$ cat src/rtl/axi_extract_tlast_fifo_if.sv
// Stream bundle for axi_extract_tlast_fifo: untagged input side plus tlast-restored output side.
// The design drives through the slave modport; the upstream/downstream pair uses master.
interface axi_extract_tlast_fifo_if #(
    parameter int WIDTH = 64
);
    logic [WIDTH-1:0] i_tdata;
    logic             i_tvalid;
    logic             i_tready;
    logic [WIDTH-1:0] o_tdata;
    logic             o_tlast;
    logic             o_tvalid;
    logic             o_tready;

    modport master (
        output i_tdata, i_tvalid, o_tready,
        input  i_tready, o_tdata, o_tlast, o_tvalid
    );

    modport slave (
        input  i_tdata, i_tvalid, o_tready,
        output i_tready, o_tdata, o_tlast, o_tvalid
    );
endinterface

$ cat src/rtl/axi_extract_tlast_fifo.sv
// Removes in-band tlast escape sequences and restores o_tlast behind a 2**SIZE-entry FIFO.
// Define AXI_EXTRACT_TLAST_STATS_EN to add the pkt_count/esc_count statistics outputs.
module axi_extract_tlast_fifo #(
    parameter int               WIDTH  = 64,
    parameter logic [WIDTH-1:0] ESCAPE = 64'hDEADBEEFFEEDCAFE,
    parameter int               SIZE   = 1
) (
    input  logic                  clk,
    input  logic                  reset,
    input  logic                  clear,
    axi_extract_tlast_fifo_if.slave bus,
    output logic [SIZE:0]         occupied,
    output logic                  ctrl_err
`ifdef AXI_EXTRACT_TLAST_STATS_EN
    ,
    output logic [31:0]           pkt_count,
    output logic [31:0]           esc_count
`endif
);
    localparam int              DEPTH    = 2 ** SIZE;
    localparam logic [SIZE:0]   FULL_CNT = (SIZE + 1)'(DEPTH);
    localparam logic [SIZE:0]   CNT_ONE  = (SIZE + 1)'(1);
    localparam logic [SIZE-1:0] PTR_ONE  = SIZE'(1);

    typedef enum logic [1:0] {
        ST_IDLE  = 2'd0,
        ST_ESC   = 2'd1,
        ST_TLAST = 2'd2,
        ST_LIT   = 2'd3
    } state_t;

    state_t           state_r;
    state_t           state_next_s;
    logic [WIDTH:0]   mem_r [DEPTH];
    logic [SIZE-1:0]  wr_ptr_r;
    logic [SIZE-1:0]  rd_ptr_r;
    logic [SIZE:0]    occupied_r;
    logic [SIZE:0]    occ_next_s;
    logic             i_tready_r;
    logic             o_tvalid_r;
    logic             ctrl_err_r;
    logic             flush_s;
    logic             accept_s;
    logic             emit_s;
    logic             is_escape_s;
    logic             wr_en_s;
    logic             wr_last_s;
    logic             ctrl_bad_s;

    assign flush_s     = reset | clear;
    assign accept_s    = bus.i_tvalid & i_tready_r;
    assign emit_s      = o_tvalid_r & bus.o_tready;
    assign is_escape_s = (bus.i_tdata == ESCAPE);

    // Parser state register; only an accepted word moves the parser.
    always_ff @(posedge clk) begin
        if (flush_s) begin
            state_r <= ST_IDLE;
        end else if (accept_s) begin
            state_r <= state_next_s;
        end
    end

    // Parser next-state decode.
    always_comb begin
        state_next_s = state_r;
        case (state_r)
            ST_IDLE: begin
                if (is_escape_s) begin
                    state_next_s = ST_ESC;
                end else begin
                    state_next_s = ST_IDLE;
                end
            end
            ST_ESC: begin
                if (bus.i_tdata[31:0] == 32'd1) begin
                    state_next_s = ST_TLAST;
                end else begin
                    state_next_s = ST_LIT;
                end
            end
            ST_TLAST: state_next_s = ST_IDLE;
            ST_LIT:   state_next_s = ST_IDLE;
            default:  state_next_s = ST_IDLE;
        endcase
    end

    // Parser output decode: which accepted words reach the FIFO and with what tlast.
    always_comb begin
        wr_en_s    = 1'b0;
        wr_last_s  = 1'b0;
        ctrl_bad_s = 1'b0;
        case (state_r)
            ST_IDLE: begin
                wr_en_s = accept_s & ~is_escape_s;
            end
            ST_ESC: begin
                // Control words are consumed; anything above 1 is flagged and treated as literal.
                ctrl_bad_s = accept_s & (bus.i_tdata[31:1] != 31'd0);
            end
            ST_TLAST: begin
                wr_en_s   = accept_s;
                wr_last_s = 1'b1;
            end
            ST_LIT: begin
                wr_en_s = accept_s;
            end
            default: begin
                wr_en_s    = 1'b0;
                wr_last_s  = 1'b0;
                ctrl_bad_s = 1'b0;
            end
        endcase
    end

    // Next occupancy; simultaneous write and emit leave it unchanged.
    always_comb begin
        occ_next_s = occupied_r;
        case ({wr_en_s, emit_s})
            2'b10:   occ_next_s = occupied_r + CNT_ONE;
            2'b01:   occ_next_s = occupied_r - CNT_ONE;
            default: occ_next_s = occupied_r;
        endcase
    end

    // FIFO pointers, occupancy and registered handshake flags.
    always_ff @(posedge clk) begin
        if (flush_s) begin
            wr_ptr_r   <= {SIZE{1'b0}};
            rd_ptr_r   <= {SIZE{1'b0}};
            occupied_r <= {(SIZE + 1){1'b0}};
            i_tready_r <= 1'b1;
            o_tvalid_r <= 1'b0;
            ctrl_err_r <= 1'b0;
        end else begin
            if (wr_en_s) begin
                wr_ptr_r <= wr_ptr_r + PTR_ONE;
            end
            if (emit_s) begin
                rd_ptr_r <= rd_ptr_r + PTR_ONE;
            end
            occupied_r <= occ_next_s;
            // Ready derives from next occupancy so no path exists from o_tready to i_tready.
            i_tready_r <= (occ_next_s != FULL_CNT);
            o_tvalid_r <= (occ_next_s != {(SIZE + 1){1'b0}});
            ctrl_err_r <= ctrl_bad_s;
        end
    end

    // FIFO storage: {tlast, data} per entry.
    always_ff @(posedge clk) begin
        if (wr_en_s && !flush_s) begin
            mem_r[wr_ptr_r] <= {wr_last_s, bus.i_tdata};
        end
    end

    assign bus.i_tready = i_tready_r;
    assign bus.o_tvalid = o_tvalid_r;
    assign bus.o_tdata  = mem_r[rd_ptr_r][WIDTH-1:0];
    assign bus.o_tlast  = mem_r[rd_ptr_r][WIDTH];
    assign occupied     = occupied_r;
    assign ctrl_err     = ctrl_err_r;

`ifdef AXI_EXTRACT_TLAST_STATS_EN
    logic [31:0] pkt_count_r;
    logic [31:0] esc_count_r;

    // Packet and escape statistics, wrapping naturally at 2**32.
    always_ff @(posedge clk) begin
        if (flush_s) begin
            pkt_count_r <= 32'd0;
            esc_count_r <= 32'd0;
        end else begin
            if (emit_s && bus.o_tlast) begin
                pkt_count_r <= pkt_count_r + 32'd1;
            end
            if (accept_s && (state_r == ST_ESC)) begin
                esc_count_r <= esc_count_r + 32'd1;
            end
        end
    end

    assign pkt_count = pkt_count_r;
    assign esc_count = esc_count_r;
`endif
endmodule

$ cat src/flat_wrapper.sv
// flat-port wrapper written by rule: the top's interface ports become plain ports
module axi_extract_tlast_fifo_flat 
#(
    parameter int               WIDTH  = 64,
    parameter logic [WIDTH-1:0] ESCAPE = 64'hDEADBEEFFEEDCAFE,
    parameter int               SIZE   = 1
)
  (clk, reset, clear, occupied, ctrl_err, bus_i_tdata, bus_i_tvalid, bus_o_tready, bus_i_tready, bus_o_tdata, bus_o_tlast, bus_o_tvalid);
  axi_extract_tlast_fifo_if #(.WIDTH(WIDTH)) bus_i ();
  input  logic clk;
  input  logic reset;
  input  logic clear;
  output logic [SIZE:0] occupied;
  output logic ctrl_err;
  input wire logic [$bits(bus_i.i_tdata)-1:0] bus_i_tdata;
  input wire logic [$bits(bus_i.i_tvalid)-1:0] bus_i_tvalid;
  input wire logic [$bits(bus_i.o_tready)-1:0] bus_o_tready;
  output wire logic [$bits(bus_i.i_tready)-1:0] bus_i_tready;
  output wire logic [$bits(bus_i.o_tdata)-1:0] bus_o_tdata;
  output wire logic [$bits(bus_i.o_tlast)-1:0] bus_o_tlast;
  output wire logic [$bits(bus_i.o_tvalid)-1:0] bus_o_tvalid;
  assign bus_i.i_tdata = bus_i_tdata;
  assign bus_i.i_tvalid = bus_i_tvalid;
  assign bus_i.o_tready = bus_o_tready;
  assign bus_i_tready = bus_i.i_tready;
  assign bus_o_tdata = bus_i.o_tdata;
  assign bus_o_tlast = bus_i.o_tlast;
  assign bus_o_tvalid = bus_i.o_tvalid;
  axi_extract_tlast_fifo #(.WIDTH(WIDTH), .ESCAPE(ESCAPE), .SIZE(SIZE)) u_core (.clk(clk), .reset(reset), .clear(clear), .bus(bus_i), .occupied(occupied), .ctrl_err(ctrl_err));
endmodule
$ cat config.mk
export PLATFORM = sky130hd
export DESIGN_NAME = axi_extract_tlast_fifo_flat
export DESIGN_NICKNAME = d
export VERILOG_FILES = /design/src/rtl/axi_extract_tlast_fifo_if.sv /design/src/rtl/axi_extract_tlast_fifo.sv /design/src/flat_wrapper.sv
export SDC_FILE = /design/constraint.sdc
export NUM_CORES = 1
export LEC_CHECK = 0
export ABC_AREA = 1
export CAP_MARGIN = 20
export CELL_PAD_IN_SITES_DETAIL_PLACEMENT = 0
export CELL_PAD_IN_SITES_GLOBAL_PLACEMENT = 1
export CORE_MARGIN = 10
export CORE_UTILIZATION = 40
export DETAILED_ROUTE_END_ITERATION = 10
export PLACE_DENSITY = 0.85
export SYNTH_ARGS = -nofsm -noshare
export SYNTH_HDL_FRONTEND = slang
export SYNTH_SLANG_ARGS = --single-unit
$ cat constraint.sdc
create_clock -name clk -period 5.16 [get_ports clk]
set_input_delay 1.032 -clock clk [delete_from_list [all_inputs] [get_ports clk]]
set_output_delay 1.032 -clock clk [all_outputs]
set_load 0.01 [all_outputs]
# ---- Yosys cells after proc, flatten, opt, wreduce, memory -nomap -nowiden
# Memories as Yosys holds them, arrays and structs flattened. A register that Yosys moved wholly into a read port is not among the register bits.
# Cells that the tools add are included.
dict set report word_totals {
  reg_bits 9
  ramBits 130
  inputBits 69
  output_inout_bits 70
  wordCells 44
  n_memories 1
}
# memory words word_bits rd rd_clocked_by_memory_dff wr line
set memory_table {}
lappend memory_table {u_core.mem_r 2 65 1 1 1 axi_extract_tlast_fifo.sv:34} ;# logic [WIDTH:0] mem_r [DEPTH];
dict set report classes {
  addsub 4
  n_eq_ne 8
  muxes 10
  bitwise_logic 7
  reduce_logical 7
}
# cell n
set op_table {}
lappend op_table {{$eq 64x64->1 const B} 1}
lappend op_table {{$eq 32x1->1 const B} 1}
lappend op_table {{$reduce_bool 31->1} 1}
lappend op_table {{$mux 1} 7}
lappend op_table {{$eq 2x2->1 const B} 3}
lappend op_table {{$pmux 2 s3} 1}
lappend op_table {{$and 1x1->1} 4}
lappend op_table {{$eq 2x1->1 const B} 2}
lappend op_table {{$pmux 2 s2} 1}
lappend op_table {{$reduce_or 2->1} 2}
lappend op_table {{$add 1x1->1 const B} 2}
lappend op_table {{$add 2x1->2 const B} 1}
lappend op_table {{$logic_not 2->1} 1}
lappend op_table {{$ne 2x2->1 const B} 1}
lappend op_table {{$not 1->1} 2}
lappend op_table {{$pmux 1 s2} 1}
lappend op_table {{$reduce_bool 2->1} 1}
lappend op_table {{$sub 2x1->2 const B} 1}
lappend op_table {{$logic_and 1x1->1} 1}
lappend op_table {{$logic_not 1->1} 1}
lappend op_table {{$or 1x1->1} 1}

# ---- Depth between registers and ports, before layout
dict set report logic_depth {
  word_depth 7
  depth_mapped 15
  depth_no_buf 15
}

# ---- Worst setup path before layout
# Ideal clock, no wire load.
dict set report synth_path {
  path_type {input to register}
  start {input port bus_i_tdata[6]}
  end {memory u_core.mem_r[1][0] in the netlist's numbering, enable pin}
  setup_time_ns 0.488
  arrival_time_ns 4.185
  required_ns 4.672
  setup_slack_ns 0.486
  stages 9
  path_buffers 0
  cell_sequence {nand2_1 -> inv_1 -> nand2_1 -> nor2_1 -> nand2_1 -> nor2_2 -> nand3_2 -> nand3_2 -> nor2_1}
}
dict set report synth_between {
  elab_chain_cells 7
}
# item line
set synth_rtl {}
lappend synth_rtl {{from (decl)} flat_wrapper.sv:15} ;# input wire logic [$bits(bus_i.i_tdata)-1:0] bus_i_tdata;
lappend synth_rtl {{$eq 64x64->1} axi_extract_tlast_fifo.sv:53} ;# assign is_escape_s = (bus.i_tdata == ESCAPE);
lappend synth_rtl {{$not 1->1} axi_extract_tlast_fifo.sv:95} ;# wr_en_s = accept_s & ~is_escape_s;
lappend synth_rtl {{$and 1x1->1} axi_extract_tlast_fifo.sv:95}
lappend synth_rtl {{$pmux 1 s2} axi_extract_tlast_fifo.sv:93} ;# case (state_r)
lappend synth_rtl {{$logic_and 1x1->1} axi_extract_tlast_fifo.sv:152} ;# if (wr_en_s && !flush_s) begin
lappend synth_rtl {{$mux 1} axi_extract_tlast_fifo.sv:152}
lappend synth_rtl {{$mux 1 (not written as such)} axi_extract_tlast_fifo.sv:153} ;# mem_r[wr_ptr_r] <= {wr_last_s, bus.i_tdata};
lappend synth_rtl {{to (decl)} axi_extract_tlast_fifo.sv:34}
# Every way passes these cells.

==> qor.csv <==
stage,metric,value,unit
outcome,status,"finished, final reports clean",
global_routing,grt_pass1_vias,3533,
final_layout,antenna_cells,0,
setup_path,cp.arrival,2.21,ns
sta,setup_tns,0,ns
logic_synthesis,yosysTopAreaCell,edfxtp_1,
detailed_routing,routed-via-count,3269,
sta,tightest_slew,1.02,ns
power,pwr-share-clk,45.5,%
placed_design,io_buffer_count,138,
floorplan,start_util,41.2,%
logic_synthesis,synth_top_area_share,70.6,%
power,internal_power,2.13,mW
power,p_comb_share,7.0,%
global_routing,track_usage,13.1,%
setup_path,worstPathRequired,4.13,ns
setup_path,r2r_slack,2.87,ns
logic_synthesis,synth_edf_count,130,
sta,final.setup.worst_slack,1.91,ns
final_layout,nFillCells,1103,
setup_path,endpoint_kind,output port,
clock_network,cts_max_path_buffers,2,
power,peakVddDrop,210,uV
placed_design,dp.final_hpwl,8.78,mm
power,sw_frac_of_total,20.5,%
logic_synthesis,ys_top_cells_by_count,"edfxtp_1, mux2_1, nor2_1, nand2_1, inv_1",
power,p_total,2.67,mW
final_layout,syn_to_final_growth,39.5,%
clock_network,clk_root_buffer_cell,clkbuf_16,
run,cap_violations,0,
detailed_routing,avgRoutedWirePerCell,17.5,um
logic_synthesis,ys.flop_type,edfxtp_1,
power,p_per_area,347,mW/mm2
global_routing,grt_antenna_before_repair,0,
sta,period_needed,3.25,ns
sta,finalCritPeriodShare,62.9,%
clock_network,postCtsSetupRepairBufs,0,
clock_network,clk_pin_slew,0.06,ns
sta,rsz0062_at_grt,false,
placed_design,routabilityCongestion,0.746,
floorplan,die_h,138,um
sta,hold_viol,0,
detailed_routing,wl,12.2,mm
logic_synthesis,yosysMostFrequentCell,edfxtp_1,
clock_network,clock_sinks,140,
sta,final_max_slew_viol_count,0,
final_layout,drive_above_1_share,9.63,%
logic_synthesis,syn_area_per_cell,15.7,um2
floorplan,die_w,138,um
sta,skew,0.0130,ns
detailed_routing,drt-initial-drc-count,169,
clock_network,numCtsBuffers,17,
clock_network,cts_max_level,4,
global_routing,grt_pass1_wl,18.3,mm
detailed_routing,drc_errors,0,
logic_synthesis,netlist_area,0.00553,mm2
logic_synthesis,ys_ff_latch,140,
logic_synthesis,ys_seq_area_share,74.3,%
logic_synthesis,synthTopCellsByArea,"edfxtp_1, mux2_1, dfxtp_1",
logic_synthesis,ys_async_sr_fraction,0,%
setup_path,path_class,flip-flop to output port,
global_routing,grt_max_degree,47,
clock_network,cts_tree,done,
floorplan,core,0.0134,mm2
global_routing,overflow,0,
setup_path,startpoint_type,flip-flop,
worst_hold_path,hp-class,flip-flop to flip-flop,
placed_design,pre_cts_slack,1.45,ns
clock_network,cts_hold_buf,0,
sta,setup_viol,0,
power,power_leakage,2.73,nW
power,power.switching,0.548,mW
power,seqPwrFrac,47.5,%
logic_synthesis,synth_cell_types,24,
final_layout,nets,576,
clock_network,insertion_delay,0.42,ns
floorplan,rows,42,
logic_synthesis,synth_nets,421,
floorplan,dieArea,0.0189,mm2
logic_synthesis,yosys_warnings,0,
clock_network,cts_resized,0,
setup_path,path_max_fanout,32,
detailed_routing,postRouteAntennaNets,0,
sta,max_freq,308,MHz
sta,relSlewSlack,31.9,%
logic_synthesis,synth_cells,351,
detailed_routing,firstDrtPassIters,4,
floorplan,pin_count,139,
detailed_routing,vias_per_cell,4.70,
[logic make-up after synthesis]
family	Yosys count	share of synthesized area, %
muxes	65	13.2
AOI/OAI and AO/OA	4	0.407
buffers and inverters	41	3.51
adders and majority gates	1	0.226
and+or+nand+nor	98	8.04
DFF	140	74.3
xor gates and xnor gates	2	0.317
[sequential cells by signal, summed over array words and instances, names as in the netlist, named ones only]
name	count
u_core.state_r	2
u_core.mem_r	130
u_core.bus.i_tready	1
u_core.rd_ptr_r	1
u_core.ctrl_err	1
u_core.bus.o_tvalid	1
u_core.wr_ptr_r	1
u_core.occupied	2
[per-layer routing]
metal / track usage, % / share of wire (%) / wire [um] / up-vias
met5: 0 / 0 / 0 / -
met4: 5.33 / 1.4 / 173 / 0
met3: 5.32 / 8.3 / 1010 / 15
met2: 21.4 / 48 / 5820 / 100
met1: 14.9 / 43 / 5180 / 1578
li1: - / - / - / 1576
[power groups by stage]
stage	logic (mW)	registers (mW)	clock network (mW)
CTS	0.191	1.27	1.24
finish	0.187	1.27	1.22
global placement	0.186	1.29	0
floorplan	0.0630	1.30	0
detailed placement	0.189	1.30	0
global route	0.203	1.27	1.29
[final timing paths]
check | from | end | cells past startpoint
worst min-delay path | u_core.rd_ptr_r | flip-flop | 2
worst min register to register | u_core.rd_ptr_r | flip-flop | 2
worst max-delay path | flip-flop | bus_o_tdata[31] | 3
worst max register to register | u_core.state_r[1] | u_core.mem_r[0][36] | 7
[through the flow]
| stage | utilization [%] | hold slack, ns | std cells | instance area (um2) |
|---|---|---|---|---|
| 6_report | 57.5 | 0.503 | 695 | 7710 |
| 5_1_grt | 57.5 | 0.548 | 695 | 7710 |
| 4_1_cts | 57.5 | 0.503 | 695 | 7710 |
| 3_5_place_dp | 53.0 | 0.487 | 663 | 7110 |
| 3_3_place_gp | 53.0 | 0.496 | 663 | 7110 |
| 2_1_floorplan | - | 0.462 | 351 | 5530 |
[layout make-up]
type                    count  area, um2  area share, %
repair buffers            143       1420           18.4
well taps                 176        220           2.86
inverters                  34        128           1.66
clock inverters            15        174           2.26
multi-input cells         170       1240           16.0
clock buffers              17        425           5.52
flip-flops and latches    140       4110           53.3
[worst max-delay path, stage by stage, from the launching register on]
cell and delay, ns:
dfxtp_2 0.45, buf_4 0.43, mux2_1 0.41, clkdlybuf4s50_1 0.50
[placed cells by master (no fill, tap or decap), drive strengths merged]
| master | Yosys | routed |
|---|---|---|
| clkinv | 1 | 8 |
| clkinvlp | 0 | 4 |
| nor3 | 3 | 3 |
| mux2 | 65 | 65 |
| nor2 | 44 | 44 |
| o21ai | 2 | 2 |
| xor2 | 2 | 2 |
| dfxtp | 10 | 10 |
| nand4 | 9 | 9 |
| a21oi | 1 | 1 |
| nand2 | 35 | 35 |
| nand3 | 5 | 5 |
| clkdlybuf4s50 | 0 | 138 |
| bufinv | 0 | 3 |
| clkbuf | 0 | 17 |
| buf | 7 | 5 |
| inv | 33 | 34 |
| ha | 1 | 1 |
| nor3b | 1 | 1 |
| edfxtp | 130 | 130 |
| o31ai | 1 | 1 |
| or2 | 1 | 1 |
No activity file was read; power rests on OpenSTA's default activity.
